$ cat config.mk
export PLATFORM = sky130hd
export DESIGN_NAME = regfile_mp
export DESIGN_NICKNAME = d
export VERILOG_FILES = /design/src/rtl/regfile_pkg.sv /design/src/rtl/regfile_clr_seq.sv /design/src/rtl/regfile_mp.sv
export SDC_FILE = /design/constraint.sdc
export NUM_CORES = 2
export LEC_CHECK = 0
export ABC_AREA = 0
export BUFFER_PORTS_ARGS = -buffer_cell sky130_fd_sc_hd__buf_2
export CORE_MARGIN = 2
export CORE_UTILIZATION = 25
export DETAILED_ROUTE_END_ITERATION = 16
export PLACE_DENSITY_LB_ADDON = 0.1
export SLEW_MARGIN = 25
export SYNTH_ARGS = -nofsm -noshare
export SYNTH_HDL_FRONTEND = slang
export SYNTH_SLANG_ARGS = --single-unit
$ cat constraint.sdc
create_clock -name clk -period 82.4 [get_ports clk]
set_input_delay 12.36 -clock clk [delete_from_list [all_inputs] [get_ports clk]]
set_output_delay 12.36 -clock clk [all_outputs]
set_load 0.01 [all_outputs]
$ cat src/rtl/regfile_pkg.sv
// Shared constants and types for the multi-port register file.
package regfile_pkg;

  // Active-low and active-high enable levels.
  localparam logic ENABLE_  = 1'b0;
  localparam logic DISABLE_ = 1'b1;
  localparam logic ENABLE   = 1'b1;
  localparam logic DISABLE  = 1'b0;

  // Width of one byte lane of the write port.
  localparam int BYTE_W = 8;

  // Clear engine state encoding.
  typedef enum logic {
    IDLE  = 1'b0,
    CLEAR = 1'b1
  } clr_state_t;

endpackage

$ cat src/rtl/regfile_clr_seq.sv
// Sequential clear engine: walks every entry once, one per cycle, and
// reports busy for exactly 2**ADDR_W cycles.
module regfile_clr_seq
  import regfile_pkg::*;
#(
  parameter int ADDR_W = 5
) (
  input  logic              clk,
  input  logic              reset,
  input  logic              clr_req,
  output logic              busy,
  output logic              clr_we,
  output logic [ADDR_W-1:0] clr_addr
);

  clr_state_t        state;
  logic [ADDR_W-1:0] cnt;

  // Clear FSM: requests are only accepted in IDLE, so a request while
  // clearing neither restarts nor queues another pass.
  always_ff @(posedge clk or posedge reset) begin
    if (reset) begin
      state <= IDLE;
      cnt   <= '0;
      busy  <= DISABLE;
    end else begin
      case (state)
        IDLE: begin
          if (clr_req) begin
            state <= CLEAR;
            cnt   <= '0;
            busy  <= ENABLE;
          end
        end
        CLEAR: begin
          if (&cnt) begin
            state <= IDLE;
            cnt   <= '0;
            busy  <= DISABLE;
          end else begin
            cnt <= cnt + ADDR_W'(1);
          end
        end
        default: begin
          state <= IDLE;
          cnt   <= '0;
          busy  <= DISABLE;
        end
      endcase
    end
  end

  // The entry addressed by the counter is zeroed at every edge in CLEAR.
  assign clr_we   = (state == CLEAR);
  assign clr_addr = cnt;

endmodule

$ cat src/rtl/regfile_mp.sv
// Two-read / one-write register file with byte enables, optional
// hard-wired zero entry, optional write-to-read bypass and a hardware
// clear engine.
module regfile_mp
  import regfile_pkg::*;
#(
  parameter int DATA_W   = 32,
  parameter int ADDR_W   = 5,
  parameter int ZERO_REG = 0,
  parameter int BYPASS   = 1
) (
  input  logic                     clk,
  input  logic                     reset,
  input  logic [ADDR_W-1:0]        rd0_addr,
  output logic [DATA_W-1:0]        rd0_data,
  input  logic [ADDR_W-1:0]        rd1_addr,
  output logic [DATA_W-1:0]        rd1_data,
  input  logic [ADDR_W-1:0]        wr_addr,
  input  logic [DATA_W-1:0]        wr_data,
  input  logic [DATA_W/BYTE_W-1:0] wr_be,
  input  logic                     we_,
  input  logic                     clr_req,
  output logic                     busy
);

  localparam int DATA_D = 2**ADDR_W;
  localparam int BE_W   = DATA_W / BYTE_W;

  logic [DATA_W-1:0] mem [DATA_D];
  logic              clr_we;
  logic [ADDR_W-1:0] clr_addr;
  logic              zero_wr;
  logic              wr_hit;

  // Replace the byte lanes selected by be with the new word's lanes.
  function automatic logic [DATA_W-1:0] byte_merge(
    input logic [DATA_W-1:0] old_w,
    input logic [DATA_W-1:0] new_w,
    input logic [BE_W-1:0]   be
  );
    logic [DATA_W-1:0] res;
    res = old_w;
    for (int i = 0; i < BE_W; i++) begin
      if (be[i]) begin
        res[i*BYTE_W +: BYTE_W] = new_w[i*BYTE_W +: BYTE_W];
      end
    end
    return res;
  endfunction

  regfile_clr_seq #(
    .ADDR_W (ADDR_W)
  ) u_clr_seq (
    .clk      (clk),
    .reset    (reset),
    .clr_req  (clr_req),
    .busy     (busy),
    .clr_we   (clr_we),
    .clr_addr (clr_addr)
  );

  // A write is effective only when enabled, not clearing, and not aimed
  // at a hard-wired zero entry; the same condition gates the bypass.
  assign zero_wr = (ZERO_REG != 0) && (wr_addr == '0);
  assign wr_hit  = (we_ == ENABLE_) && !busy && !zero_wr;

  // Storage array: reset zeroes every entry, the clear engine owns the
  // array while busy, otherwise the byte-merged write lands.
  always_ff @(posedge clk or posedge reset) begin
    if (reset) begin
      for (int i = 0; i < DATA_D; i++) begin
        mem[i] <= '0;
      end
    end else if (clr_we) begin
      mem[clr_addr] <= '0;
    end else if (wr_hit) begin
      mem[wr_addr] <= byte_merge(mem[wr_addr], wr_data, wr_be);
    end
  end

  // Read port 0: stored word, optionally forwarded write, zero entry last
  // so it wins over both.
  always_comb begin
    rd0_data = mem[rd0_addr];
    if ((BYPASS != 0) && wr_hit && (rd0_addr == wr_addr)) begin
      rd0_data = byte_merge(mem[rd0_addr], wr_data, wr_be);
    end
    if ((ZERO_REG != 0) && (rd0_addr == '0)) begin
      rd0_data = '0;
    end
  end

  // Read port 1: same selection as port 0, evaluated independently.
  always_comb begin
    rd1_data = mem[rd1_addr];
    if ((BYPASS != 0) && wr_hit && (rd1_addr == wr_addr)) begin
      rd1_data = byte_merge(mem[rd1_addr], wr_data, wr_be);
    end
    if ((ZERO_REG != 0) && (rd1_addr == '0)) begin
      rd1_data = '0;
    end
  end

endmodule

# Yosys cells after proc, flatten, opt, wreduce, memory -nomap -nowiden
# Index checks and enable logic that the tools add are counted.
[word_totals]
ff_bits = 1031
in_bits = 55
output_inout_bits = 65
wordCells = 110
[classes]
n_addsub = 1
order_cmp = 6
eq_ne = 4
mux = 47
bitwise = 8
reduce_logical = 9
[op_table]
columns = ["operator", "n"]
rows = [
  ["2-to-1 mux 1024 bit", 2],
  ["AND 1024 bit", 1],
  ["bitwise mux 1024 bit", 1],
  ["inverter 1024 bit", 1],
  ["binary-select mux 32 bit (select 5 bit)", 3],
  ["demux 32 bit (select 5 bit)", 2],
  ["2-to-1 mux 32 bit", 10],
  ["2-to-1 mux 8 bit", 20],
  [">= comparator 6 bit, second input constant", 4],
  ["inverter 5 -> 6 bit", 4],
  ["< comparator 6 x 1 -> 1 bit, second input constant", 2],
  ["equality test 5 bit", 2],
  ["2-to-1 mux 5 bit", 2],
  ["case mux 5 bit (2 select lines)", 1],
  ["adder 5 x 1 -> 5 bit, second input constant", 1],
  ["logical AND 1 bit", 5],
  ["AND reduction 5 bit", 1],
  ["2-to-1 mux 1 bit", 4],
  ["inequality test 2 bit, second input constant", 2],
  ["case mux 1 bit (2 select lines)", 2],
  ["inverter 1 bit", 2],
  ["AND reduction 2 bit", 1],
  ["nonzero test 2 bit", 1],
  ["zero test 1 bit", 1],
]

# Depth between registers and ports, before layout
[logic_depth]
depth_word = 10
ltp_mapped = 12
depth_no_buf = 7

# Hierarchy
# A second synthesis with hierarchy kept.
[unflattened]
cells_unflattened = 5575
hier_area_um2 = 62429.9
[modules_own_cells]
columns = ["module", "instances", "cells_each", "area_each_um2", "seq_area_each_um2"]
rows = [
  ["regfile_mp", 1, 5543, 62054.5, 25624.6],
  ["regfile_clr_seq", 1, 32, 375.4, 175.2],
]

# Worst setup path before layout
# OpenSTA, ideal clock, no wires.
[synth_timing]
kind = "input port to output port"
start = "in rd0_addr[0]"
end = "out rd0_data[0]"
arrival_time_ns = 14.475
t_required_ns = 70.040
setup_slack_ns = 55.565
stages = 7
n_path_buf = 3
path_cell_list = "clkbuf_1 -> buf_2 -> buf_1 -> mux4_2 -> mux4_2 -> mux2i_1 -> a21oi_1"
[synth_via]
elab_chain_len = 6
word_cells_on_any_way = 8
classes_between = "eq/ne: 1; mux: 5; bitwise: 1; reduce/logical: 1"
[synth_rtl]
columns = ["item", "line", "text"]
rows = [
  ["from (decl)", "regfile_mp.sv:14", "input logic [ADDR_W-1:0] rd0_addr,"],
  ["inverter 5 -> 6 bit (not written as such)", "regfile_mp.sv:84, regfile_mp.sv:86", ""],
  ["binary-select mux 32 bit (select 5 bit)", "regfile_mp.sv:84, regfile_mp.sv:86", ""],
  ["2-to-1 mux 32 bit (not written as such) (2 in series)", "regfile_mp.sv:84, regfile_mp.sv:86", ""],
  ["2-to-1 mux 8 bit", "regfile_mp.sv:44", "if (be[i]) begin"],
  ["2-to-1 mux 32 bit (*)", "regfile_mp.sv:85", "if ((BYPASS != 0) && wr_hit && (rd0_addr == wr_addr)) begin"],
  ["to (decl)", "regfile_mp.sv:15", "output logic [DATA_W-1:0] rd0_data,"],
]
# Mark *: on every way between the ends. The rest lies on a longest branch, timed or not. The select of a mux whose other input is x is not followed.

# Worst setup path after layout
[layout_timing]
start = "in rd0_addr[0]"
end = "out rd0_data[29]"
# Same word-level chain as after synthesis.

==> flow_summary.toml <==
[status]
status = "completed"

[cts]
max-clock-path-buffers = 3
ctsHoldBuffers = 0
tritoncts_clock_tree = "built"
clock_sinks = 1031
cts_resized = 0
worst_setup_hold_path_clk_slew_ns = 0.06
tritoncts.num_buffers = 134
clock_insertion_delay_worst_skew_ns = 0.83
htree_num_levels = 4
cts_root_buf = "clkbuf_16"
post_cts_buffers = 0

[global_routing]
globalRouteOverflowTotal = 0
initial_antenna_violation_count = 45
grt_pass1_wl_um = 482000
first_global_vias = 50946
grt_usage = 0.2739
grt_max_degree = 145

[detailed_routing]
initialDrtViolationCount = 7075
remaining_drc_errors = 0
total_number_of_vias = 52242
detail_route.wirelength_um = 358600
drt.antenna.violating_nets = 0
avgRoutedWirePerCell_um = 43.40
post_drt_via_cell_ratio = 6.323
drtPass1Iterations = 6

[place]
hpwlAfterDp_um = 211300
numPortBuffers = 119
numPlacedInstances = 8009
place_congestion = 0.8556

[sta]
worst_clock_skew_ns = 0.04218
setup_tns_ns = 0
relative_slew_margins = 0.1907
timing_hold_violations_final = 0
fmax_ghz = 0.03385
rsz0062_at_grt = "no"
timing_worst_slew_pin_value_ns = 1.214
setup_violations = 0
timing_max_transition_violations_final = 0
period_share = 0.3585
post-route-min-period_ns = 29.54

[worst_setup_path]
cp_slowest_cell = "buf_4"
crit_required_ns = 70.04
worst_path_dominant_cell_family = "buffers and inverters"
worst_path_most_repeated_cell = "buf_4"
worst-setup-path-type = "input port to output port"
worstPathCellList = "buf_8, buf_4, buf_4, buf_4, mux4_2, mux4_2, mux2i_1, a21oi_1, buf_2"
worst_setup_path_end_kind = "output port"
critical_path.n_buffers_inverters = 5
cp_data_arrival_time_ns = 17.18
max_stage_delay_ns = 0.81
cp_max_fo = 39
critical_path_start_type = "input port"

[synth]
yosys.cell_types.count = 62
synth-warning-count = 0
synth.net_count = 4994
post_synth_instance_area_um2 = 63100
post-synth-top-area-fraction = 0.4089
synth_async_sr_flop_share = 1.000
synth-edff-count = 0
synth_area_leader_cell = "dfrtp_1"
syn_area_per_cell_um2 = 12.79
yosys.cell_count.top_type = "dfrtp_1"
synth_top_cells_by_count = "dfrtp_1 (1031), a22o_1 (871), mux4_2 (645), mux2i_1 (565), clkbuf_1 (319)"
yosysSeqAreaShare = 0.4089
post_synthesis_register_bit_count = 1031
synth.area.top_cells = "dfrtp_1 (41%), mux4_2 (23%), a22o_1 (12%)"
syn_inst = 4934
synth_top_flop_cell = "dfrtp_1"

[cells_and_area]
register_area_um2 = 25800
instances_no_fill = 8262
fraction_of_final_layout_cells_sized_beyond_drive_strength_1 = 0.2699
multi_input_area_um2 = 35370
fillCellCount = 25372
synthToLayoutAreaGrowth_pct = 14.88
fin_nets = 4858

[power]
finalPower_mw = 1.412
cellLeakagePower_nw = 30.32
ir_worst_vdd_mv = 0.02810
cellPowerDensity_nw_per_um2 = 19.48

[floorplanning]
core_region_area_um2 = 251200
row_count = 184
die_height_um = 506.4
ioPinCount = 120
fp.dieArea_um2 = 256400
floorplan.initialDensity = 0.2512
die_width_um = 506.4

[run]
drv_cap = 0

[min_path]
holdCritPathClass = "register to register"
where the power goes:
group	switching [mW]	internal, mW	leakage [nW]	total (mW)
clock	0.260	0.357	2.22	0.617
combinational	0.183	0.0687	13.7	0.251
sequential	0.0224	0.521	14.4	0.544
layout by cell type, fill, tap and decap left out, types with 20 or more instances in the layout:
master,n
a21oi_1,173
a22o_1,871
a31oi_1,21
a31oi_4,20
buf_2,108
buf_4,193
clkbuf_1,26
clkbuf_16,140
clkbuf_8,27
clkinv_2,31
dfrtp_1,1030
inv_1,25
mux2i_1,565
mux4_2,645
nand2_1,149
nand3_1,24
nor2_1,185
nor2_4,34
nor3_1,20
nor4_1,52
o21ai_0,71
o22ai_1,236
o31ai_1,24
cell type report:
cell class,instances,area share
diodes,9,0.0003107
clock buffers,193,0.05481
clock inverters,50,0.006749
inverters,26,0.001450
multi-input cells,3274,0.4879
flip-flops and latches,1031,0.3560
well taps,3348,0.05779
repair buffers,331,0.03499
worst reg2reg max path, delay by kind of cell, from the launching register on:
| kind | cells | cell delay [ns] |
|---|---|---|
| AOI/OAI and AO/OA | 2 | 1.19 |
| DFF | 1 | 1.01 |
| and+or+nand+nor | 3 | 1.17 |
| buffers and inverters | 2 | 1.37 |
per-stage QoR:
step	util	area, um2	hold WS [ns]	setup WS, ns
after floorplan	-	63100	0.4738	41.03
after global placement	0.2694	67670	0.5011	52.51
after detailed placement	0.2706	67970	0.5078	52.74
after CTS	0.2884	72430	0.5223	52.75
after global routing	0.2885	72470	0.5523	52.58
final	0.2886	72480	0.5249	52.86
worst paths after layout:
path / from / to / slack [ns] / cells past startpoint
min in group asynchronous: reset / mem[322]$_DFFE_PP0P_ / 11.71 / 2
max in group asynchronous: reset / u_clr_seq.clr_we$_DFF_PP0_ / 67.50 / 5
setup reg to reg: u_clr_seq.clr_we$_DFF_PP0_ / mem[180]$_DFFE_PP0P_ / 77.58 / 7
hold reg to reg: mem[960]$_DFFE_PP0P_ / mem[960]$_DFFE_PP0P_ / 0.52 / 2
hold / removal: mem[960]$_DFFE_PP0P_ / mem[960]$_DFFE_PP0P_ / 0.52 / 2
setup / recovery: rd0_addr[0] / rd0_data[29] / 52.86 / 9
logic make-up (layout without fill, tap and decap cells):
family	after synthesis	after routing	synth area share
other cells	0	9	0
compound gates	1499	1499	0.1833
mux	1214	1214	0.3213
fa+ha+maj	5	5	0.0009915
buf+inv	629	600	0.04462
simple gates	544	544	0.03926
xor+xnor	12	12	0.001666
flops	1031	1031	0.4089
metal layers:
metal,part of all wire,track usage,vias to the layer above
li1,-,-,19741
met1,0.43,0.3838,28699
met2,0.44,0.4060,3101
met3,0.088,0.06294,687
met4,0.046,0.1114,14
met5,0.00025,0,-
sequential cells by signal, indices dropped and copies added (netlist names):
signal              cells
mem                  1024
u_clr_seq.clr_addr      5
u_clr_seq.busy          1
u_clr_seq.clr_we        1
Note: power is estimated with default switching activity, not from simulation.
